$ cat src/rtl/morse_pkg.sv
// rtl/morse_pkg.sv - shared types, tables and code lookup for the Morse decoder
package morse_pkg;

    typedef enum logic [1:0] {
        ST_IDLE  = 2'd0,
        ST_MARK  = 2'd1,
        ST_SPACE = 2'd2,
        ST_EMIT  = 2'd3
    } state_t;

    localparam int DOT_MAX_UNITS    = 2;
    localparam int LETTER_GAP_UNITS = 3;
    localparam int WORD_GAP_UNITS   = 7;
    localparam logic [4:0] INVALID_LETTER = 5'd31;
    localparam logic [2:0] UNIT_SAT       = 3'd7;

    localparam logic [6:0] GLYPH_TABLE [0:25] = '{
        7'b1011111, 7'b1111100, 7'b0111001, 7'b1011110, 7'b1111001, 7'b1110001,
        7'b0111101, 7'b1110110, 7'b0000110, 7'b0011110, 7'b1110101, 7'b0111000,
        7'b0010101, 7'b1010100, 7'b0111111, 7'b1110011, 7'b1100111, 7'b1010000,
        7'b1101101, 7'b1111000, 7'b0111110, 7'b0011100, 7'b0101010, 7'b1001001,
        7'b1101110, 7'b1011011
    };

    // {length[2:0], pattern[3:0]}; first symbol sits at bit length-1, 1 = dash
    localparam logic [6:0] CODE_TABLE [0:25] = '{
        {3'd2, 4'b0001}, {3'd4, 4'b1000}, {3'd4, 4'b1010}, {3'd3, 4'b0100},
        {3'd1, 4'b0000}, {3'd4, 4'b0010}, {3'd3, 4'b0110}, {3'd4, 4'b0000},
        {3'd2, 4'b0000}, {3'd4, 4'b0111}, {3'd3, 4'b0101}, {3'd4, 4'b0100},
        {3'd2, 4'b0011}, {3'd2, 4'b0010}, {3'd3, 4'b0111}, {3'd4, 4'b0110},
        {3'd4, 4'b1101}, {3'd3, 4'b0010}, {3'd3, 4'b0000}, {3'd1, 4'b0001},
        {3'd3, 4'b0001}, {3'd4, 4'b0001}, {3'd3, 4'b0011}, {3'd4, 4'b1001},
        {3'd4, 4'b1011}, {3'd4, 4'b1100}
    };

    function automatic logic [4:0] morse_lookup(input logic [2:0] len, input logic [3:0] pat);
        logic [4:0] idx;
        idx = INVALID_LETTER;
        for (int i = 0; i < 26; i++) begin
            if (CODE_TABLE[i] == {len, pat}) idx = 5'(i);
        end
        return idx;
    endfunction

    function automatic logic [6:0] glyph_of(input logic [4:0] letter);
        logic [6:0] g;
        g = 7'b0;
        for (int i = 0; i < 26; i++) begin
            if (letter == 5'(i)) g = GLYPH_TABLE[i];
        end
        return g;
    endfunction

endpackage

$ cat src/rtl/morse_symbol_timer.sv
// rtl/morse_symbol_timer.sv - key synchroniser, unit prescaler and press/release unit counters
module morse_symbol_timer
    import morse_pkg::*;
#(
    parameter int UNIT_CYCLES = 1000
) (
    input  logic       clk,
    input  logic       rst,
    input  logic       key,
    output logic       press_start,
    output logic       press_done,
    output logic       press_is_dash,
    output logic [2:0] release_units
);

    localparam logic [15:0] WRAP = 16'(UNIT_CYCLES - 1);

    logic        sync_a;
    logic        sync_b;
    logic        key_prev;
    logic [1:0]  fill;
    logic        seen_low;
    logic [15:0] prescale;
    logic [2:0]  press_units;
    logic [2:0]  press_next;
    logic        tick;
    logic        rise;
    logic        fall;

    // A key held through reset only counts once it has been seen released
    assign rise = seen_low & sync_b & ~key_prev;
    assign fall = seen_low & ~sync_b & key_prev;
    assign tick = (prescale == WRAP);

    // Include a tick landing on the release cycle so a full N-unit press reads as N
    assign press_next    = (tick && press_units != UNIT_SAT) ? press_units + 3'd1 : press_units;
    assign press_is_dash = (press_next >= 3'(DOT_MAX_UNITS));
    assign press_start   = rise;
    assign press_done    = fall;

    always_ff @(posedge clk or posedge rst) begin
        if (rst) begin
            sync_a        <= 1'b0;
            sync_b        <= 1'b0;
            key_prev      <= 1'b0;
            fill          <= 2'd0;
            seen_low      <= 1'b0;
            prescale      <= 16'd0;
            press_units   <= 3'd0;
            release_units <= 3'd0;
        end else begin
            sync_a   <= key;
            sync_b   <= sync_a;
            key_prev <= sync_b;
            if (fill != 2'd2) fill <= fill + 2'd1;
            if (fill == 2'd2 && !sync_b) seen_low <= 1'b1;

            if (rise || fall || tick) prescale <= 16'd0;
            else                      prescale <= prescale + 16'd1;

            if (rise)                      press_units <= 3'd0;
            else if (seen_low && sync_b)   press_units <= press_next;

            if (fall) begin
                release_units <= 3'd0;
            end else if (!sync_b && tick && release_units != UNIT_SAT) begin
                release_units <= release_units + 3'd1;
            end
        end
    end

endmodule

$ cat src/rtl/morse_decoder_display.sv
// rtl/morse_decoder_display.sv - Morse key decoder with letter handshake and scrolling 7-segment buffer
module morse_decoder_display
    import morse_pkg::*;
#(
    parameter int UNIT_CYCLES = 1000,
    parameter int NUM_DIGITS  = 4
) (
    input  logic                    clk_i,
    input  logic                    rst_i,
    input  logic                    key_i,
    input  logic                    ready_i,
    output logic                    valid_o,
    output logic [4:0]              letter_o,
    output logic [6:0]              seg_o,
    output logic [7*NUM_DIGITS-1:0] disp_o,
    output logic                    overrun_o
);

    state_t     state;
    state_t     state_next;
    logic       press_start;
    logic       press_done;
    logic       press_is_dash;
    logic [2:0] release_units;

    logic [3:0] pattern;
    logic [2:0] length;
    logic       invalid;
    logic       gap_armed;

    logic       shift_sym;
    logic       emit;
    logic       blank;
    logic [4:0] emit_letter;
    logic [6:0] emit_glyph;
    logic [7*NUM_DIGITS+6:0] disp_wide;

    morse_symbol_timer #(
        .UNIT_CYCLES(UNIT_CYCLES)
    ) u_timer (
        .clk          (clk_i),
        .rst          (rst_i),
        .key          (key_i),
        .press_start  (press_start),
        .press_done   (press_done),
        .press_is_dash(press_is_dash),
        .release_units(release_units)
    );

    always_ff @(posedge clk_i or posedge rst_i) begin
        if (rst_i) state <= ST_IDLE;
        else       state <= state_next;
    end

    always_comb begin
        state_next = state;
        case (state)
            ST_IDLE:  if (press_start) state_next = ST_MARK;
            ST_MARK:  if (press_done)  state_next = ST_SPACE;
            ST_SPACE: begin
                if (press_start)                                   state_next = ST_MARK;
                else if (release_units >= 3'(LETTER_GAP_UNITS))    state_next = ST_EMIT;
            end
            ST_EMIT:  state_next = ST_IDLE;
            default:  state_next = ST_IDLE;
        endcase
    end

    always_comb begin
        shift_sym = (state == ST_MARK) && press_done;
        emit      = (state == ST_EMIT);
        blank     = (state == ST_IDLE) && gap_armed && (release_units == 3'(WORD_GAP_UNITS));
    end

    always_comb begin
        emit_letter = invalid ? INVALID_LETTER : morse_lookup(length, pattern);
        emit_glyph  = (emit_letter == INVALID_LETTER) ? 7'b0 : glyph_of(emit_letter);
        disp_wide   = {disp_o, (emit ? emit_glyph : 7'b0)};
    end

    // Symbol assembly; a fifth symbol poisons the letter instead of shifting
    always_ff @(posedge clk_i or posedge rst_i) begin
        if (rst_i) begin
            pattern <= 4'd0;
            length  <= 3'd0;
            invalid <= 1'b0;
        end else if (emit) begin
            pattern <= 4'd0;
            length  <= 3'd0;
            invalid <= 1'b0;
        end else if (shift_sym) begin
            if (length == 3'd4) begin
                invalid <= 1'b1;
            end else begin
                pattern <= {pattern[2:0], press_is_dash};
                length  <= length + 3'd1;
            end
        end
    end

    // Display scrolls on every letter and once per word gap, independent of the handshake
    always_ff @(posedge clk_i or posedge rst_i) begin
        if (rst_i) begin
            disp_o    <= '0;
            gap_armed <= 1'b0;
        end else begin
            if (emit || blank) disp_o <= disp_wide[7*NUM_DIGITS-1:0];
            if (emit)          gap_armed <= 1'b1;
            else if (blank)    gap_armed <= 1'b0;
        end
    end

    always_ff @(posedge clk_i or posedge rst_i) begin
        if (rst_i) begin
            valid_o   <= 1'b0;
            letter_o  <= 5'd0;
            seg_o     <= 7'b0;
            overrun_o <= 1'b0;
        end else if (emit) begin
            if (!valid_o || ready_i) begin
                valid_o  <= 1'b1;
                letter_o <= emit_letter;
                seg_o    <= emit_glyph;
            end else begin
                overrun_o <= 1'b1;
            end
        end else if (valid_o && ready_i) begin
            valid_o <= 1'b0;
        end
    end

endmodule

$ cat config.mk
export PLATFORM = sky130hd
export DESIGN_NAME = morse_decoder_display
export DESIGN_NICKNAME = d
export VERILOG_FILES = /design/src/rtl/morse_pkg.sv /design/src/rtl/morse_symbol_timer.sv /design/src/rtl/morse_decoder_display.sv
export SDC_FILE = /design/constraint.sdc
export NUM_CORES = 1
export LEC_CHECK = 0
export ABC_AREA = 0
export CAP_MARGIN = 25
export CORE_MARGIN = 2
export CORE_UTILIZATION = 30
export CTS_BUF_LIST = sky130_fd_sc_hd__clkbuf_4 sky130_fd_sc_hd__clkbuf_8
export DETAILED_ROUTE_END_ITERATION = 8
export PLACE_DENSITY_LB_ADDON = 0.15
export SLEW_MARGIN = 20
export SYNTH_ARGS = -nofsm -noshare
export SYNTH_HDL_FRONTEND = slang
export SYNTH_HIERARCHICAL = 1
export SYNTH_SLANG_ARGS = --single-unit
$ cat constraint.sdc
create_clock -name clk_i -period 5.2 [get_ports clk_i]
set_clock_uncertainty 0.05 [all_clocks]
set_input_delay 1.04 -clock clk_i [delete_from_list [all_inputs] [get_ports clk_i]]
set_output_delay 1.04 -clock clk_i [all_outputs]
set_load 0.005 [all_outputs]
== Word level (Yosys, flattened, before mapping) ==
Index checks and enable logic that the tools add are counted.

* Output and inout port bits: 42
* Logic and storage cells: 208
* Register bits after elaboration: 81
* Input port bits: 4

* $lt $le $gt $ge: 2
* Multiplexer cells: 80
* Reductions and logical operators: 29
* Eq/ne operators: 67
* Bitwise operators: 7
* $add $sub $neg: 5

{| class="wikitable"
|+ Operators with widths
! operator !! number
|-
| 7-bit two-way mux || 28
|-
| 5-bit two-way mux || 27
|-
| 6-bit by 7-bit == test with 1-bit output (first input constant) || 12
|-
| 7-bit == test (first input constant) || 12
|-
| 5-bit == test (second input constant) || 11
|-
| 5-bit by 4-bit == test with 1-bit output (second input constant) || 8
|-
| 3-bit two-way mux || 8
|-
| 5-bit by 3-bit == test with 1-bit output (second input constant) || 4
|-
| 16-bit by 1-bit adder with 16-bit output (second input constant) || 1
|-
| 16-bit by 10-bit == test with 1-bit output (second input constant) || 1
|-
| 16-bit two-way mux || 1
|-
| 5-bit by 7-bit == test with 1-bit output (first input constant) || 2
|-
| 4-bit two-way mux || 3
|-
| 2-bit nonzero test || 6
|-
| 5-bit by 2-bit == test with 1-bit output (second input constant) || 2
|-
| 2-bit AND reduction || 5
|-
| 3-bit by 1-bit adder with 3-bit output (second input constant) || 3
|-
| 1-bit logical AND || 9
|-
| 1-bit two-way mux || 8
|-
| 2-bit two-way mux || 4
|-
| 2-bit case mux with 4 select lines || 1
|-
| 2-bit == test (second input constant) || 3
|-
| 3-bit == test (second input constant) || 2
|-
| 3-bit by 2-bit greater-or-equal comparator with 1-bit output (second input constant) || 2
|-
| other kinds (14) || 27
|}

== Longest topological paths before layout ==
* Word-level depth: 57
* Mapped depth: 14
* Depth with buffers taken out: 10

== Cells and area by module ==
Netlist, hierarchy kept.

{| class="wikitable"
|+ By module, submodules not included
! module !! area each (um^2) !! cells each !! sequential area each (um^2) !! instances
|-
| morse_decoder_display || 3398.3 || 400 || 1326.3 || 1
|-
| morse_symbol_timer || 1411.4 || 144 || 700.7 || 1
|}

== Least setup slack after synthesis ==
No wires, ideal clock.

* Path kind: reg2reg
* Start: register length[0]
* End: register seg_o[1]
* Path buffers: 2
* Arrival time: 2.771 ns
* Stages on the path, launching flop included: 13
* Setup slack: 2.254 ns
* Cells stage by stage: dfrtp_1 > inv_1 > ha_1 > buf_6 > and2_1 > clkbuf_1 > a32o_1 > nor4_2 > a211oi_4 > a21oi_1 > o22ai_1 > or4_1 > mux2_2

* Word-level cells in the longest chain between the ends: 56
* Elaborated cells between the ends (all ways): 107
* Classes of those cells: 52 x eq/ne; 54 x mux; 1 x reduce/logical

{| class="wikitable"
|+ RTL lines
! element !! line !! source
|-
| start: declaration || morse_decoder_display.sv:27 || <nowiki>logic [2:0] length;</nowiki>
|-
| start signal: assignment || morse_decoder_display.sv:96 || <nowiki>length <= length + 3'd1;</nowiki>
|-
| 6-bit by 7-bit == test with 1-bit output || morse_pkg.sv:40 || <nowiki>if (CODE_TABLE[i] == {len, pat}) idx = 5'(i);</nowiki>
|-
| 5-bit two-way mux (25 in a row) || morse_pkg.sv:40 ||
|-
| 5-bit two-way mux (*) || morse_pkg.sv:40 ||
|-
| 5-bit two-way mux (*) || morse_decoder_display.sv:76 || <nowiki>emit_letter = invalid ? INVALID_LETTER : morse_lookup(length, pattern);</nowiki>
|-
| 5-bit logical NOT || morse_pkg.sv:49 || <nowiki>if (letter == 5'(i)) g = GLYPH_TABLE[i];</nowiki>
|-
| 7-bit two-way mux (26 in a row) || morse_pkg.sv:49 ||
|-
| 7-bit two-way mux (*) || morse_decoder_display.sv:77 || <nowiki>emit_glyph = (emit_letter == INVALID_LETTER) ? 7'b0 : glyph_of(emit_letter);</nowiki>
|-
| end signal: assignment || morse_decoder_display.sv:123 || <nowiki>seg_o <= emit_glyph;</nowiki>
|-
| end: declaration || morse_decoder_display.sv:14 || <nowiki>output logic [6:0] seg_o,</nowiki>
|}

Mark *: on every way between the ends. The rest lies on a longest branch, timed or not.
A chain may end at the register's enable or synchronous reset.

== Final worst setup path ==
* Start: register length[2]
* End: register seg_o[1]

Same word-level chain as after synthesis.

==> results.toml <==
[sta]
worst_slack_ns = 1.63
final.setup.tns_ns = 0
relSlewSlack_pct = 43.5
maxSlewViolCount = 0
holdWs_ns = 0.309
hold_viol = 0
tightest_slew_ns = 0.848
fin_crit_sh_pct = 68.6
fmax_mhz = 280
setup_viol = 0
rsz0062_at_grt = "false"
period_minus_slack_ns = 3.57

[logic_synthesis]
yosysTopAreaCellShare_pct = 42.1
syn_avg_cell_area_um2 = 8.84
ys.flop_type = "dfrtp_1"
synthCells = 544
synth_seq_area_share_pct = 42.1
synth_area_um2 = 4810
synth_warnings = 6
ys_ff_latch = 81
ys_types = 72
synth.most_common_cell = "nand2_1"
postSynth.asyncResetShare_pct = 100
synth.area.top_cells = "dfrtp_1, nand2_1, buf_4"
yosysTopAreaCell = "dfrtp_1"
syn_nets = 559
ys_top_cells_by_count = "nand2_1, dfrtp_1, nor2_1"
synth_edf_count = 0

[routing]
viasPerCell = 5.01
first_pass_iters = 4
wire_per_inst_um = 14.6
ant_nets = 0
vias = 3830
routed_wl_um = 11200
drt-initial-drc-count = 198
drc = 0

[hold_path]
holdCritPathClass = "flip-flop to flip-flop"
min_from = "u_timer/sync_a"
min_path_cells = 0
hold_end = "u_timer/sync_b"

[power]
switchingPower_uw = 880
p_int_mw = 1.53
power_mw = 2.41
leakagePower_nw = 2.28
p_sw_share_pct = 36.5
power-per-cell-area_nw_per_um2 = 447
vdd_drop_max_mv = 0.123
clkPwrFrac_pct = 19.7
combPwrFrac_pct = 41.9
seqPwrFrac_pct = 38.4

[setup_path]
crit_required_ns = 5.40
critical_path.max_fanout = 18
timing.rr.start = "length[2]"
arrival_ns = 3.77
reg2regPathDepth = 10
r2r_setup_slack_ns = 1.63
endpoint_kind = "flip-flop"
r2r_end = "seg_o[1]"
worstSetupPathType = "flip-flop to flip-flop"
worstSetupStartpointType = "flip-flop"

[cts]
clk_latency_ns = 0.36
clkSinkCount = 81
clockBufferDepth = 2
numCtsBuffers = 9
ctsHoldBuffers = 0
cts-root-buf = "clkbuf_8"
h-tree-depth = 3
cts_resized = 0
postCtsSetupBuffers = 0
clkTransAtPathRegs_ns = 0.08
cts_tree = "yes"

[die]
die_y_um = 131
io_pins = 46
die_area_um2 = 17100
rows = 46
core_area_um2 = 15800
die_width_um = 131
start_util_pct = 30.5

[cells_and_area]
drive_gt1_share_pct = 7.30
diodes = 0
stdcell_area_um2 = 5390
fillers = 1674
final_nets = 560
area_delta_synth_final_pct = 12.1

[global_route]
first_global_vias = 3714
track_usage_pct = 14.2
grt_pass1_wl_um = 19200
grt-ovfl-total = 0
grt_max_degree = 54
antenna_found_initial = 0

[place]
place_area_um2 = 5190
gp_congestion = 0.864
hpwl_um = 7940
pre_cts_ws_ns = 1.65
io_buffer_count = 45

[job]
drv_cap = 0

[run_status]
status = "complete, no violations"
-- critical path: stages (launching register included) --
cell and delay [ns]:
dfrtp_1 0.59, inv_1 0.11, ha_1 0.33, nor3b_1 0.18
a311oi_1 0.27, nor3_1 0.12, a211oi_4 0.67, and2_4 0.30
nor3_1 0.05, or4_1 0.52, mux2_2 0.28
-- worst max-delay path by stage --
stage	start	end	slack [ns]	cells past startpoint
after global routing	length[2]	seg_o[1]	1.28	10
after CTS	length[2]	seg_o[1]	1.65	10
after floorplan	length[0]	seg_o[1]	2.25	12
after global placement	pattern[2]	disp_o[5]	1.61	8
final	length[2]	seg_o[1]	1.63	10
after detailed placement	length[2]	seg_o[1]	1.65	10
-- layout by cell type (no fill, tap or decap), types with 5 or more instances in the layout --
cell type        Yosys  layout
nand4_1              6       6
inv_1               14      13
o31ai_1              7       7
ha_1                11      11
mux2i_1              6       6
xnor2_1             10      10
nor3b_1              6       6
a21oi_1             26      25
nand2_1            117     117
nand2b_1             9       9
nand3_1             11      11
or4_1                7       7
clkbuf_8             0      11
o21ai_0             21      21
o211ai_1             9       9
nor3_1               7       7
nor2_1              37      37
a21o_1               5       5
nor4_1               6       6
clkdlybuf4s50_1      0      45
dfrtp_1             81      81
a22o_1               5       5
-- stage by stage --
step / instances / utilization (%)
5_1_grt: 764 / 34.2
3_5_place_dp: 750 / 32.9
2_1_floorplan: 544 / -
6_report: 764 / 34.2
3_3_place_gp: 748 / 32.8
4_1_cts: 764 / 34.2
-- registers in the layout, summed over array words and instances, names as in the netlist, 3 cells and up --
register and cells:
seg_o 7, disp_o 28, u_timer/prescale 16, u_timer/release_units 3, u_timer/press_units 3, letter_o 5
length 3, pattern 4
-- cell families (layout without fill, tap and decap cells) --
group                    after synthesis  in the layout  synth area share [%]
adder cells (fa/ha/maj)               11             11                  2.86
multiplexers                          10             10                  2.19
AO/OA/AOI/OAI                        110            110                  16.1
XOR/XNOR                              13             13                  2.37
flip-flops                            81             81                  42.1
AND/OR/NAND/NOR                      245            245                  25.2
buffers and inverters                 74             78                  9.13
-- cell type report --
type | instances | area (um^2) | area share (%)
multi-input combinational | 389 | 2350 | 43.5
sequential | 81 | 2030 | 37.6
timing repair buffer | 50 | 495 | 9.19
tap | 216 | 270 | 5.01
clock buffer | 12 | 159 | 2.95
inverter | 14 | 52.6 | 0.975
clock inverter | 2 | 38.8 | 0.720
-- power by group through the flow --
stage	clock (mW)	combinational, mW	sequential [mW]
6_report	0.474	1.01	0.927
2_1_floorplan	0	0.733	0.893
4_1_cts	0.502	1.02	0.931
3_5_place_dp	0	1.02	0.944
3_3_place_gp	0	1.01	0.936
5_1_grt	0.523	1.14	0.956
-- routing by layer --
layer,global-route usage [%],wire [um],share of wire (%)
met1,19.0,5400,48
met2,22.9,5240,47
met3,3.38,418,3.7
met4,3.94,114,1.0
met5,0,0,0
(Power assumes the default switching activity.)
